[config.mk]
export PLATFORM = sky130hd
export DESIGN_NAME = tx_odelay_ctrl
export DESIGN_NICKNAME = d
export VERILOG_FILES = /design/src/rtl/tx_odelay_ctrl.sv
export SDC_FILE = /design/constraint.sdc
export NUM_CORES = 1
export LEC_CHECK = 0
export BUFFER_PORTS_ARGS = -buffer_cell sky130_fd_sc_hd__buf_2
export CORE_MARGIN = 5
export CORE_UTILIZATION = 40
export CTS_CLUSTER_SIZE = 16
export DETAILED_ROUTE_END_ITERATION = 10
export HOLD_SLACK_MARGIN = 0.03
export PLACE_DENSITY_LB_ADDON = 0.3
export SYNTH_ARGS = -nofsm -noshare
export SYNTH_HDL_FRONTEND = slang
export SYNTH_SLANG_ARGS = --single-unit
export TNS_END_PERCENT = 100
[constraint.sdc]
create_clock -name riu_clk -period 6.71 [get_ports riu_clk]
set_input_delay 0.671 -clock riu_clk [delete_from_list [all_inputs] [get_ports riu_clk]]
set_output_delay 0.671 -clock riu_clk [all_outputs]
set_load 0.05 [all_outputs]
[src/rtl/tx_odelay_ctrl.sv]
// tx_odelay_ctrl: runtime ODELAY controller for the TX_BITSLICE lanes.
//
// A rising edge on ctrl_reg_16b[15] starts one command. The controller waits
// for BITSLICE_CONTROL to be ready, drops EN_VTC, then reads the tap, steps it
// (INC/DEC), or converges it on an absolute target (LOAD). It then restores
// EN_VTC and reports the result on status_reg_16b.
//
// Ports:
//   riu_clk        - block clock
//   riu_rst        - asynchronous, active-high reset
//   ctrl_reg_16b   - [15] trigger, [14:12] cmd, [8:0] value
//   cntvalue_out   - current TX tap value from the bitslice
//   bsc_dly_rdy    - BITSLICE_CONTROL.DLY_RDY
//   bsc_vtc_rdy    - BITSLICE_CONTROL.VTC_RDY
//   status_reg_16b - {done, busy, err, 4'b0, read_delay[8:0]}
//   cntvalue_in    - tap value presented with load
//   load           - one-cycle LOAD strobe
//   ce             - one-cycle CE strobe
//   inc            - CE direction (1 = increment)
//   tx_en_vtc      - TX_BITSLICE.EN_VTC
module tx_odelay_ctrl #(
    parameter int unsigned STEP_MAX = 8,
    parameter int unsigned VTC_WAIT = 10,
    parameter int unsigned SETTLE   = 5
) (
    input  logic        riu_clk,
    input  logic        riu_rst,
    input  logic [15:0] ctrl_reg_16b,
    input  logic [8:0]  cntvalue_out,
    input  logic        bsc_dly_rdy,
    input  logic        bsc_vtc_rdy,
    output logic [15:0] status_reg_16b,
    output logic [8:0]  cntvalue_in,
    output logic        load,
    output logic        ce,
    output logic        inc,
    output logic        tx_en_vtc
);

    localparam int unsigned CntW = 16;
    localparam logic [CntW-1:0] VtcWaitM1 = CntW'(VTC_WAIT - 1);
    localparam logic [CntW-1:0] SettleM1  = CntW'(SETTLE - 1);
    localparam logic [8:0]      StepMax   = 9'(STEP_MAX);

    localparam logic [2:0] CmdRead = 3'd0;
    localparam logic [2:0] CmdInc  = 3'd1;
    localparam logic [2:0] CmdDec  = 3'd2;
    localparam logic [2:0] CmdLoad = 3'd3;

    typedef enum logic [3:0] {
        StIdle, StWaitRdy, StVtcLow, StWaitPre, StDecode, StStepPulse, StStepGap,
        StCalc, StLoadHi, StSettle, StWaitPost, StVtcHigh
    } state_e;

    state_e          state_q, state_d;
    logic            trig_q, trig_vld_q;
    logic [2:0]      cmd_q, cmd_d;
    logic [8:0]      value_q, value_d;
    logic [3:0]      steps_q, steps_d;
    logic [CntW-1:0] cnt_q, cnt_d;
    logic [8:0]      pre_q, pre_d;
    logic [8:0]      cntvalue_in_q, cntvalue_in_d;
    logic            load_q, load_d, ce_q, ce_d, inc_q, inc_d, tx_en_vtc_q, tx_en_vtc_d;
    logic            done_q, done_d, busy_q, busy_d, err_q, err_d;
    logic [8:0]      read_delay_q, read_delay_d;

    logic       trig_edge, sat, tgt_ge, to_post;
    logic [8:0] diff, step;

    logic unused_ctrl;
    assign unused_ctrl = ^ctrl_reg_16b[11:9];

    // trig_vld_q masks the first sample after reset so a trigger that is
    // already high at release is not mistaken for an edge.
    assign trig_edge = trig_vld_q & ctrl_reg_16b[15] & ~trig_q;

    // Saturation in the direction of the current step command.
    assign sat = (cmd_q == CmdInc) ? (cntvalue_out == 9'h1FF) : (cntvalue_out == 9'h000);

    assign tgt_ge = (value_q >= cntvalue_out);
    assign diff   = tgt_ge ? (value_q - cntvalue_out) : (cntvalue_out - value_q);
    assign step   = (diff > StepMax) ? StepMax : diff;

    always_comb begin
        state_d       = state_q;
        cmd_d         = cmd_q;
        value_d       = value_q;
        steps_d       = steps_q;
        cnt_d         = cnt_q;
        pre_d         = pre_q;
        cntvalue_in_d = cntvalue_in_q;
        done_d        = done_q;
        busy_d        = busy_q;
        err_d         = err_q;
        read_delay_d  = read_delay_q;
        to_post       = 1'b0;

        unique case (state_q)
            StIdle: begin
                if (trig_edge) begin
                    cmd_d   = ctrl_reg_16b[14:12];
                    value_d = ctrl_reg_16b[8:0];
                    busy_d  = 1'b1;
                    done_d  = 1'b0;
                    err_d   = 1'b0;
                    state_d = StWaitRdy;
                end
            end
            StWaitRdy: begin
                if (bsc_dly_rdy && bsc_vtc_rdy) state_d = StVtcLow;
            end
            StVtcLow: begin
                cnt_d   = VtcWaitM1;
                state_d = StWaitPre;
            end
            StWaitPre: begin
                if (cnt_q == '0) state_d = StDecode;
                else             cnt_d   = cnt_q - 1'b1;
            end
            StDecode: begin
                read_delay_d = cntvalue_out;
                steps_d      = value_q[3:0];
                if (cmd_q == CmdRead) begin
                    to_post = 1'b1;
                end else if (cmd_q == CmdInc || cmd_q == CmdDec) begin
                    if (value_q[3:0] == 4'd0) begin
                        to_post = 1'b1;
                    end else if (sat) begin
                        err_d   = 1'b1;
                        to_post = 1'b1;
                    end else begin
                        state_d = StStepPulse;
                    end
                end else if (cmd_q == CmdLoad) begin
                    state_d = StCalc;
                end else begin
                    err_d   = 1'b1;
                    to_post = 1'b1;
                end
            end
            StStepPulse: begin
                steps_d = steps_q - 4'd1;
                state_d = StStepGap;
            end
            StStepGap: begin
                if (steps_q == 4'd0) begin
                    to_post = 1'b1;
                end else if (sat) begin
                    err_d   = 1'b1;
                    to_post = 1'b1;
                end else begin
                    state_d = StStepPulse;
                end
            end
            StCalc: begin
                if (diff == 9'd0) begin
                    to_post = 1'b1;
                end else begin
                    // step <= diff, so the result stays inside 0..511.
                    pre_d         = cntvalue_out;
                    cntvalue_in_d = tgt_ge ? (cntvalue_out + step) : (cntvalue_out - step);
                    state_d       = StLoadHi;
                end
            end
            StLoadHi: begin
                cnt_d   = SettleM1;
                state_d = StSettle;
            end
            StSettle: begin
                if (cnt_q == '0) begin
                    // Tap did not move after a non-zero load: give up.
                    if (cntvalue_out == pre_q) begin
                        err_d   = 1'b1;
                        to_post = 1'b1;
                    end else begin
                        state_d = StCalc;
                    end
                end else begin
                    cnt_d = cnt_q - 1'b1;
                end
            end
            StWaitPost: begin
                read_delay_d = cntvalue_out;
                if (cnt_q == '0) begin
                    done_d  = 1'b1;
                    busy_d  = 1'b0;
                    state_d = StVtcHigh;
                end else begin
                    cnt_d = cnt_q - 1'b1;
                end
            end
            StVtcHigh: state_d = StIdle;
            default:   state_d = StIdle;
        endcase

        if (to_post) begin
            cnt_d   = VtcWaitM1;
            state_d = StWaitPost;
        end

        // Strobes are registered from the next state so they align with it.
        ce_d        = (state_d == StStepPulse);
        inc_d       = ce_d && (cmd_q == CmdInc);
        load_d      = (state_d == StLoadHi);
        tx_en_vtc_d = !(state_d inside {StVtcLow, StWaitPre, StDecode, StStepPulse, StStepGap,
                                        StCalc, StLoadHi, StSettle, StWaitPost});
    end

    always_ff @(posedge riu_clk or posedge riu_rst) begin
        if (riu_rst) begin
            state_q       <= StIdle;
            trig_q        <= 1'b0;
            trig_vld_q    <= 1'b0;
            cmd_q         <= 3'd0;
            value_q       <= 9'd0;
            steps_q       <= 4'd0;
            cnt_q         <= '0;
            pre_q         <= 9'd0;
            cntvalue_in_q <= 9'd0;
            load_q        <= 1'b0;
            ce_q          <= 1'b0;
            inc_q         <= 1'b0;
            tx_en_vtc_q   <= 1'b1;
            done_q        <= 1'b0;
            busy_q        <= 1'b0;
            err_q         <= 1'b0;
            read_delay_q  <= 9'd0;
        end else begin
            state_q       <= state_d;
            trig_q        <= ctrl_reg_16b[15];
            trig_vld_q    <= 1'b1;
            cmd_q         <= cmd_d;
            value_q       <= value_d;
            steps_q       <= steps_d;
            cnt_q         <= cnt_d;
            pre_q         <= pre_d;
            cntvalue_in_q <= cntvalue_in_d;
            load_q        <= load_d;
            ce_q          <= ce_d;
            inc_q         <= inc_d;
            tx_en_vtc_q   <= tx_en_vtc_d;
            done_q        <= done_d;
            busy_q        <= busy_d;
            err_q         <= err_d;
            read_delay_q  <= read_delay_d;
        end
    end

    assign status_reg_16b = {done_q, busy_q, err_q, 4'b0000, read_delay_q};
    assign cntvalue_in    = cntvalue_in_q;
    assign load           = load_q;
    assign ce             = ce_q;
    assign inc            = inc_q;
    assign tx_en_vtc      = tx_en_vtc_q;

endmodule
==> results of run 1 <==
[critical path: stages]
cell	delay, ns
buf_2	0.20
inv_1	0.11
ha_1	0.53
nand4_1	0.26
nor3_2	0.24
or3_1	0.23
nor2_2	0.13
or4_1	0.54
a21o_1	0.24
or2_2	0.31
a21o_1	0.16
ha_1	0.28
nand2_1	0.06
o21ai_0	0.16
fa_1	0.48
a21o_1	0.19
a211oi_1	0.31
o21ai_0	0.18
o211ai_1	0.14
xnor2_1	0.20
nand3_1	0.11
a211o_1	0.30
a32oi_1	0.18
[registers in the layout (all words and copies together) (netlist names)]
| signal | count |
|---|---|
| busy_q | 1 |
| ce | 1 |
| cmd_q | 3 |
| cnt_q | 16 |
| cntvalue_in | 9 |
| done_q | 1 |
| err_q | 1 |
| inc | 1 |
| load | 1 |
| pre_q | 9 |
| read_delay_q | 9 |
| state_q | 4 |
| steps_q | 4 |
| trig_q | 1 |
| trig_vld_q | 1 |
| tx_en_vtc | 1 |
| value_q | 9 |
[metal layers]
| layer | share of wire [%] | GRT usage (%) | vias up |
|---|---|---|---|
| met4 | 1.7 | 6.99 | 0 |
| met2 | 44 | 25.2 | 127 |
| met1 | 48 | 24.5 | 2049 |
| li1 | - | - | 2088 |
| met5 | 0 | 0 | - |
| met3 | 6.0 | 4.30 | 18 |
[through the flow]
stage | std cells | util (%) | area, um2
after detailed placement | 762 | 43.2 | 5460
after CTS | 778 | 45.8 | 5780
final | 778 | 45.8 | 5780
after global placement | 762 | 43.2 | 5460
after floorplan | 570 | - | 5140
after global routing | 778 | 45.8 | 5780
[power by group through the flow]
stage / logic (mW) / registers, mW / clock network [mW]
6_report: 1.56 / 0.778 / 0.527
5_1_grt: 1.73 / 0.804 / 0.560
4_1_cts: 1.55 / 0.776 / 0.541
3_5_place_dp: 1.54 / 0.783 / 0
3_3_place_gp: 1.51 / 0.774 / 0
2_1_floorplan: 1.14 / 0.863 / 0
[how the worst min path moves through the flow]
stage | cells past startpoint | slack, ns | end
2_1_floorplan | 1 | 0.47 | err_q$_DFFE_PP0P_
3_3_place_gp | 1 | 0.47 | cntvalue_in[3]$_DFFE_PP0P_
3_5_place_dp | 1 | 0.48 | cntvalue_in[3]$_DFFE_PP0P_
4_1_cts | 1 | 0.43 | trig_q$_DFF_PP0_
5_1_grt | 1 | 0.44 | trig_q$_DFF_PP0_
6_report | 1 | 0.45 | trig_q$_DFF_PP0_
[layout make-up]
type,instances,area [um2]
well taps,172,215
clock inverters,6,90.1
fillers,1249,6840
inverters,38,143
flip-flops and latches,72,1800
multi-input cells,427,3020
repair buffers,53,273
clock buffers,10,239
[cells by family after synthesis]
kind of cell / count (synthesis)
multiplexers: 41
AO/OA/AOI/OAI: 123
XOR/XNOR: 33
adder cells (fa/ha/maj): 32
flip-flops: 72
other: 2
buffers and inverters: 71
AND/OR/NAND/NOR: 193
[placed cells by master (no fill, tap or decap), drive strengths merged, types with 8 or more instances in the layout]
cell,instances
nand3,18
a21oi,33
or3,8
clkbuf,10
mux2,38
nand2,42
nor3,21
xnor2,21
nor2,52
xor2,12
o21ai,25
dfrtp,71
buf,53
nor4,11
ha,28
nand4,9
inv,40
==> results.toml, run 1 <==
[power]
p_per_area_nw_per_um2 = 495
p_leak_nw = 2.74
ir_worst_vdd_mv = 0.185
clkPwrFrac_pct = 18.4
internal_power_mw = 1.53
comb_power_share_pct = 54.4
power_frac_seq_pct = 27.2
power_mw = 2.86
p_sw_share_pct = 46.4
power.switching_mw = 1.33

[floorplanning]
die_w_um = 123
rows = 41
initial_core_util_pct = 40.7
die_y_um = 123
core-area_um2 = 12600
die_area_um2 = 15200
num_io_pins = 58

[clock_network]
htreeDepth = 3
cts.sinks = 72
cts_buffers = 9
clock_path_buffers = 2
postCtsResizedCells = 0
cts_root_buf = "clkbuf_16"
cts_tree = "built"
post_cts_buffers = 0
worstSkewPairLatency_ns = 0.34
clkTransAtPathRegs_ns = 0.06
hold_buffers = 0

[grt]
overflow = 0
first_global_vias = 4045
grt_pass1_wl_um = 20600
grt_max_degree = 73
antenna_found_initial = 0
grt_usage_pct = 17.3

[setup_path]
worstSetupStartpoint = "cntvalue_out[4]"
cp_max_fo = 11
ff2ff_path_depth = 21
arrival_ns = 6.22
r2r-start = "value_q[5]$_DFFE_PP0P_"
cp.required_ns = 6.97
end_kind = "flop"
crit_path_end = "cntvalue_in[8]$_DFFE_PP0P_"
startpoint_type = "primary input"
crit_type = "in -> reg"
r2r_slack_ns = 0.98
reg2reg_to = "cntvalue_in[8]$_DFFE_PP0P_"

[sta]
finalHoldViolations = 0
final_max_slew_viol_count = 0
fin_setup_tns_ns = 0
setup_ws_ns = 0.751
setup_viol = 0
rsz0062_at_grt = "no"
fmax_mhz = 168
worstMarginPinSlew_ns = 1.07
period_share_pct = 88.8
period_minus_slack_ns = 5.96
fin_worst_skew_ns = 0.00570
max_slew_margin_pct = 28.8
timing.hold.ws_ns = 0.448

[synth]
avgSynthCellArea_um2 = 9.05
synth-warning-count = 0
synthArstFlopShare_pct = 100
synth_sequential_area_ratio_pct = 35.1
synth_xor_xnor_area_share_pct = 5.63
ys_types = 71
synthAdderAreaFrac_pct = 8.19
synthesis.instances = 567
synth_simple_gate_area_share_pct = 18.8
synth_area_um2 = 5130
synth_area_leader_cell = "dfrtp_1"
ys_top_cells_by_count = "dfrtp_1 (71), nor2_1 (51), nand2_1 (42)"
synthTopCellsByArea = "dfrtp_1 (35%), ha_1 (6.8%), mux2_2 (6.8%)"
synthFlopType = "dfrtp_1"
yosys_register_bits = 72
synthMostInstantiatedCell = "dfrtp_1"
synth_top_area_share_pct = 34.6
synthMuxAreaShare_pct = 9.36
synth_compound_area_share_pct = 16.6
synth_edf_count = 0
synth_top_family_by_area = "simple AND/OR/NAND/NOR gates"

[drt]
drc = 0
wl_per_cell_um = 15.9
dr.pass1.iters = 5
dr_total_vias = 4282
via_per_inst = 5.50
drtIter0Drc = 272
wirelength_um = 12400
ant_nets = 0

[finish]
drive_gt1_share_pct = 19.5
finalNetCount = 661
antenna_cells = 0
area_growth_pct = 12.7

[worst_hold_path]
hold_start = "ctrl_reg_16b[15]"
holdCritPathClass = "in -> reg"

[place]
io_buffers = 50
routabilityCongestion = 0.890
post-dp-hpwl_um = 9080
dp_slack_ns = 0.456

[status]
status = "complete, no violations"

[flow_run]
drv_cap = 0
No activity file was read; power rests on OpenSTA's default activity.
==> run 2, diff against run 1 <==
--- a/config.mk
+++ b/config.mk
@@ -6,11 +6,9 @@
 export NUM_CORES = 1
 export LEC_CHECK = 0
 export BUFFER_PORTS_ARGS = -buffer_cell sky130_fd_sc_hd__buf_2
-export CORE_MARGIN = 5
-export CORE_UTILIZATION = 40
+export CORE_UTILIZATION = 60
 export CTS_CLUSTER_SIZE = 16
 export DETAILED_ROUTE_END_ITERATION = 10
-export HOLD_SLACK_MARGIN = 0.03
 export PLACE_DENSITY_LB_ADDON = 0.3
 export SYNTH_ARGS = -nofsm -noshare
 export SYNTH_HDL_FRONTEND = slang
==> run 2 against run 1 <==
Register-to-register slack got worse by 0.15 ns. Die area fell by 41%. Utilization rose by 22 points. First-iteration DRC count rose by 1.1%. Flip-flop and latch count did not move. Clock power fell by 36%. Critical path type unchanged. Critical endpoint unchanged.
==> results.toml, run 2 (synthesis results as in run 1) <==
[floorplanning]
num_io_pins = 58
die_w_um = 94.5
rows = 33
core-area_um2 = 8260
initial_core_util_pct = 62.1
die_area_um2 = 8930
die_y_um = 94.5

[sta]
period_share_pct = 89.6
final_max_slew_viol_count = 0
rsz0062_at_grt = "no"
fin_worst_skew_ns = 0.00756
worstMarginPinSlew_ns = 1.06
max_slew_margin_pct = 28.9
fmax_mhz = 166
timing.hold.ws_ns = 0.435
setup_viol = 0
finalHoldViolations = 0
setup_ws_ns = 0.697
period_minus_slack_ns = 6.01
fin_setup_tns_ns = 0

[finish]
top_register = "cnt_q"
finalNetCount = 666
mostFrequentLayoutCell = "dfrtp_1"
largest_reg_flops = 16
antenna_cells = 0
mostFrequentLayoutCells = "dfrtp_1 (71), nor2_1 (51), buf_2 (50)"
area_growth_pct = 9.10
drive_gt1_share_pct = 20.1
fin_area_um2 = 5600

[setup_path]
end_kind = "flop"
cp_max_fo = 13
cp.required_ns = 6.99
startpoint_type = "primary input"
crit_type = "in -> reg"
ff2ff_path_depth = 21
arrival_ns = 6.29

[place]
post-dp-hpwl_um = 8790
dp_slack_ns = 0.393
io_buffers = 50
dpl_cell_area_um2 = 5410
routabilityCongestion = 0.924

[power]
power_frac_seq_pct = 28.1
p_per_area_nw_per_um2 = 483
p_leak_nw = 2.69
power.switching_mw = 1.34
clkPwrFrac_pct = 12.4
p_sw_share_pct = 49.5
power_mw = 2.70
internal_power_mw = 1.37
ir_worst_vdd_mv = 0.383
comb_power_share_pct = 59.5

[drt]
wirelength_um = 12300
dr.pass1.iters = 5
wl_per_cell_um = 17.2
drtIter0Drc = 275
via_per_inst = 6.19
dr_total_vias = 4429
ant_nets = 0
drc = 0

[grt]
grt_pass1_wl_um = 19800
overflow = 0
first_global_vias = 4113
grt_max_degree = 73
antenna_found_initial = 0
grt_usage_pct = 28.7

[clock_network]
hold_buffers = 0
clock_path_buffers = 2
clkTransAtPathRegs_ns = 0.09
worstSkewPairLatency_ns = 0.35
cts_tree = "built"
cts_root_buf = "clkbuf_8"
cts.sinks = 72
postCtsResizedCells = 0
htreeDepth = 3
cts_buffers = 9
post_cts_buffers = 0

[flow_run]
drv_cap = 0

[status]
status = "complete, no violations"

[worst_hold_path]
holdCritPathClass = "in -> reg"
hold-path-cell-count = 1
run 2: final timing paths:
| kind | startpoint | to | slack, ns |
|---|---|---|---|
| min | ctrl_reg_16b[15] | trig_q$_DFF_PP0_ | 0.44 |
| min reg2reg | cntvalue_in[3]$_DFFE_PP0P_ | cntvalue_in[3]$_DFFE_PP0P_ | 0.50 |
| min in group asynchronous | riu_rst | read_delay_q[1]$_DFFE_PP0P_ | 0.58 |
| max reg2reg | value_q[4]$_DFFE_PP0P_ | cntvalue_in[8]$_DFFE_PP0P_ | 0.83 |
| max in group asynchronous | riu_rst | value_q[8]$_DFFE_PP0P_ | 5.55 |
| max | cntvalue_out[6] | cntvalue_in[8]$_DFFE_PP0P_ | 0.70 |
run 2: power groups by stage:
stage / sequential (mW) / combinational (mW) / clock [mW]
floorplan: 0.863 / 1.14 / 0
global placement: 0.752 / 1.53 / 0
detailed placement: 0.762 / 1.58 / 0
CTS: 0.756 / 1.59 / 0.339
global route: 0.781 / 1.76 / 0.355
finish: 0.759 / 1.61 / 0.335
run 2: metal layers:
layer  routed length, um  share of wire, %  up-vias  GRT usage (%)
met4                 239               1.9        0           9.34
met5                   0                 0        -              0
met2                5680                46      210           46.4
met3                 923               7.5       28           3.95
li1                    -                 -     2089              -
met1                5440                44     2102           39.9
run 2: final cells by class:
class / instances / area, um2
multi-input cells: 427 / 3020
fillers: 684 / 2660
flip-flops and latches: 72 / 1800
repair buffers: 58 / 310
clock buffers: 11 / 151
inverters: 38 / 143
well taps: 105 / 131
clock inverters: 5 / 37.5
run 2: critical path, cell delays in order:
cell and delay, ns:
buf_2 0.20, inv_1 0.07, ha_1 0.50, nand4_1 0.25, nor3_2 0.25, or3_1 0.23
nor2_2 0.13, or4_1 0.54, a21o_1 0.37, or2_2 0.37, a21o_1 0.16, ha_1 0.28
nand2_1 0.06, o21ai_0 0.16, fa_1 0.48, a21o_1 0.19, a211oi_1 0.29, o21ai_0 0.14
o211ai_1 0.12, xnor2_1 0.21, nand3_1 0.13, a211o_1 0.31, a32oi_1 0.17
run 2: through the flow:
step	util (%)	cells
floorplan	-	570
global placement	65.5	700
detailed placement	65.5	700
CTS	67.8	716
global route	67.8	716
finish	67.8	716
==> run 3, diff against run 2 <==
--- a/config.mk
+++ b/config.mk
@@ -6,7 +6,7 @@
 export NUM_CORES = 1
 export LEC_CHECK = 0
 export BUFFER_PORTS_ARGS = -buffer_cell sky130_fd_sc_hd__buf_2
-export CORE_UTILIZATION = 60
+export CORE_UTILIZATION = 64
 export CTS_CLUSTER_SIZE = 16
 export DETAILED_ROUTE_END_ITERATION = 10
 export PLACE_DENSITY_LB_ADDON = 0.3
==> constraint.sdc (replaced) <==
create_clock -name riu_clk -period 7.3 [get_ports riu_clk]
set_input_delay 0 -clock riu_clk [delete_from_list [all_inputs] [get_ports riu_clk]]
set_output_delay 0 -clock riu_clk [all_outputs]
set_load 0.05 [all_outputs]
==> run 3 against run 2 <==
Via count decreased by 0.54%. Register-to-register slack better by 0.65 ns. Clock skew up 0.0044 ns. Sequential power fell by 8.3%. Sequential share of layout area down 0.81 points. Non-clock buffer count rose by 8. Routed wire length down 2.3%. Combinational power shrank 9.9%. Global-route usage up 2.0 points.
==> results.toml, run 3 (synthesis results as in run 1) <==
[flow_run]
drv_cap = 0

[place]
post-dp-hpwl_um = 8310
routabilityCongestion = 0.917
dp_slack_ns = 1.62
place_inst = 691
io_buffers = 50

[sta]
setup_ws_ns = 1.48
fin_worst_skew_ns = 0.0119
max_slew_margin_pct = 25.8
setup_viol = 0
fmax_mhz = 172
fin_setup_tns_ns = 0
finalHoldViolations = 0
worstMarginPinSlew_ns = 1.11
period_minus_slack_ns = 5.82
final_max_slew_viol_count = 0
rsz0062_at_grt = "no"
period_share_pct = 79.8

[finish]
fin_cells = 721
utilization_pct = 74.3
largest_reg_flops = 16
top_register = "cnt_q"
mostFrequentLayoutCell = "dfrtp_1"
area_growth_pct = 11.9
antenna_cells = 0
mostFrequentLayoutCells = "dfrtp_1 (71), nor2_1 (51), buf_2 (50)"
finalNetCount = 674
drive_gt1_share_pct = 18.7

[clock_network]
cts_buffers = 9
cts_tree = "built"
htreeDepth = 3
worstSkewPairLatency_ns = 0.35
cts.sinks = 72
cts_root_buf = "clkbuf_8"
clock_path_buffers = 2
clkTransAtPathRegs_ns = 0.08

[worst_hold_path]
hold-path-cell-count = 2
min_to = "pre_q[2]$_DFFE_PP0P_"
hold_start = "cntvalue_out[2]"
holdCritPathClass = "in -> reg"

[setup_path]
r2r_slack_ns = 1.48
arrival_ns = 6.09
ff2ff_path_depth = 21
cp_max_fo = 14
startpoint_type = "flop"
cp.required_ns = 7.57
r2r-start = "value_q[5]$_DFFE_PP0P_"
end_kind = "flop"
crit_type = "reg -> reg"
reg2reg_to = "cntvalue_in[8]$_DFFE_PP0P_"

[floorplanning]
die_w_um = 91.5
die_area_um2 = 8380
rows = 32
die_y_um = 91.5
initial_core_util_pct = 66.4
num_io_pins = 58
core-area_um2 = 7730

[status]
status = "complete, no violations"

[drt]
via_per_inst = 6.11
drc = 0
wirelength_um = 12000
wl_per_cell_um = 16.7
ant_nets = 0
dr.pass1.iters = 5
dr_total_vias = 4405
drtIter0Drc = 363

[grt]
grt_usage_pct = 30.7
antenna_found_initial = 0
grt_pass1_wl_um = 20400
overflow = 0
first_global_vias = 4196
grt_max_degree = 73

[power]
ir_worst_vdd_mv = 0.363
p_leak_nw = 2.75
p_per_area_nw_per_um2 = 442
## run 3: metrics by stage
step                area (um2)  total power, mW  hold WS (ns)
floorplan                 5140             1.84        0.0314
global placement          5360             2.07         0.124
detailed placement        5360             2.12         0.125
CTS                       5740             2.53        0.0160
global route              5740             2.73        0.0347
finish                    5740             2.54        0.0250
## run 3: where the power goes
part	switching, mW	internal (mW)	total [mW]
sequential	0.150	0.546	0.696
combinational	0.901	0.553	1.45
clock	0.158	0.229	0.387
## run 3: how the worst max path moves through the flow
stage | slack [ns] | endpoint | start
CTS | 1.55 | cntvalue_in[8]$_DFFE_PP0P_ | value_q[5]$_DFFE_PP0P_
global route | 1.11 | cntvalue_in[8]$_DFFE_PP0P_ | value_q[5]$_DFFE_PP0P_
global placement | 1.68 | cntvalue_in[8]$_DFFE_PP0P_ | value_q[4]$_DFFE_PP0P_
detailed placement | 1.62 | cntvalue_in[8]$_DFFE_PP0P_ | value_q[6]$_DFFE_PP0P_
floorplan | 2.13 | cntvalue_in[8]$_DFFE_PP0P_ | value_q[2]$_DFFE_PP0P_
finish | 1.48 | cntvalue_in[8]$_DFFE_PP0P_ | value_q[5]$_DFFE_PP0P_
## run 3: metal layers
metal	GRT usage, %	share of wire, %
met1	43.5	45
met2	48.0	47
met3	4.94	5.8
met4	10.6	2.0
met5	0	0
## run 3: worst max-delay path: stages, from the launching register on
cell,delay [ns]
dfrtp_1,0.40
ha_1,0.53
nand4_1,0.24
nor3_2,0.24
or3_1,0.23
nor2_2,0.13
or4_1,0.53
a21o_1,0.37
or2_2,0.38
a21o_1,0.17
ha_1,0.30
nand2_1,0.06
o21ai_0,0.14
fa_1,0.46
a21o_1,0.19
a211oi_1,0.28
o21ai_0,0.14
o211ai_1,0.13
xnor2_1,0.21
nand3_1,0.13
a211o_1,0.31
a32oi_1,0.18
## run 3: area by class of cell
class,instances,area [um2]
tap,102,128
timing repair buffer,66,405
inverter,38,143
multi-input combinational,427,3020
sequential,72,1800
clock inverter,6,115
fill,574,1980
clock buffer,10,128
## run 3: timing repair
item / 4_1_cts / 5_1_grt
hold endpoints to repair: 84 / 0
resized for setup: 0 / 0
buffers inserted: 0 / 0
hold buffers: 14 / 0
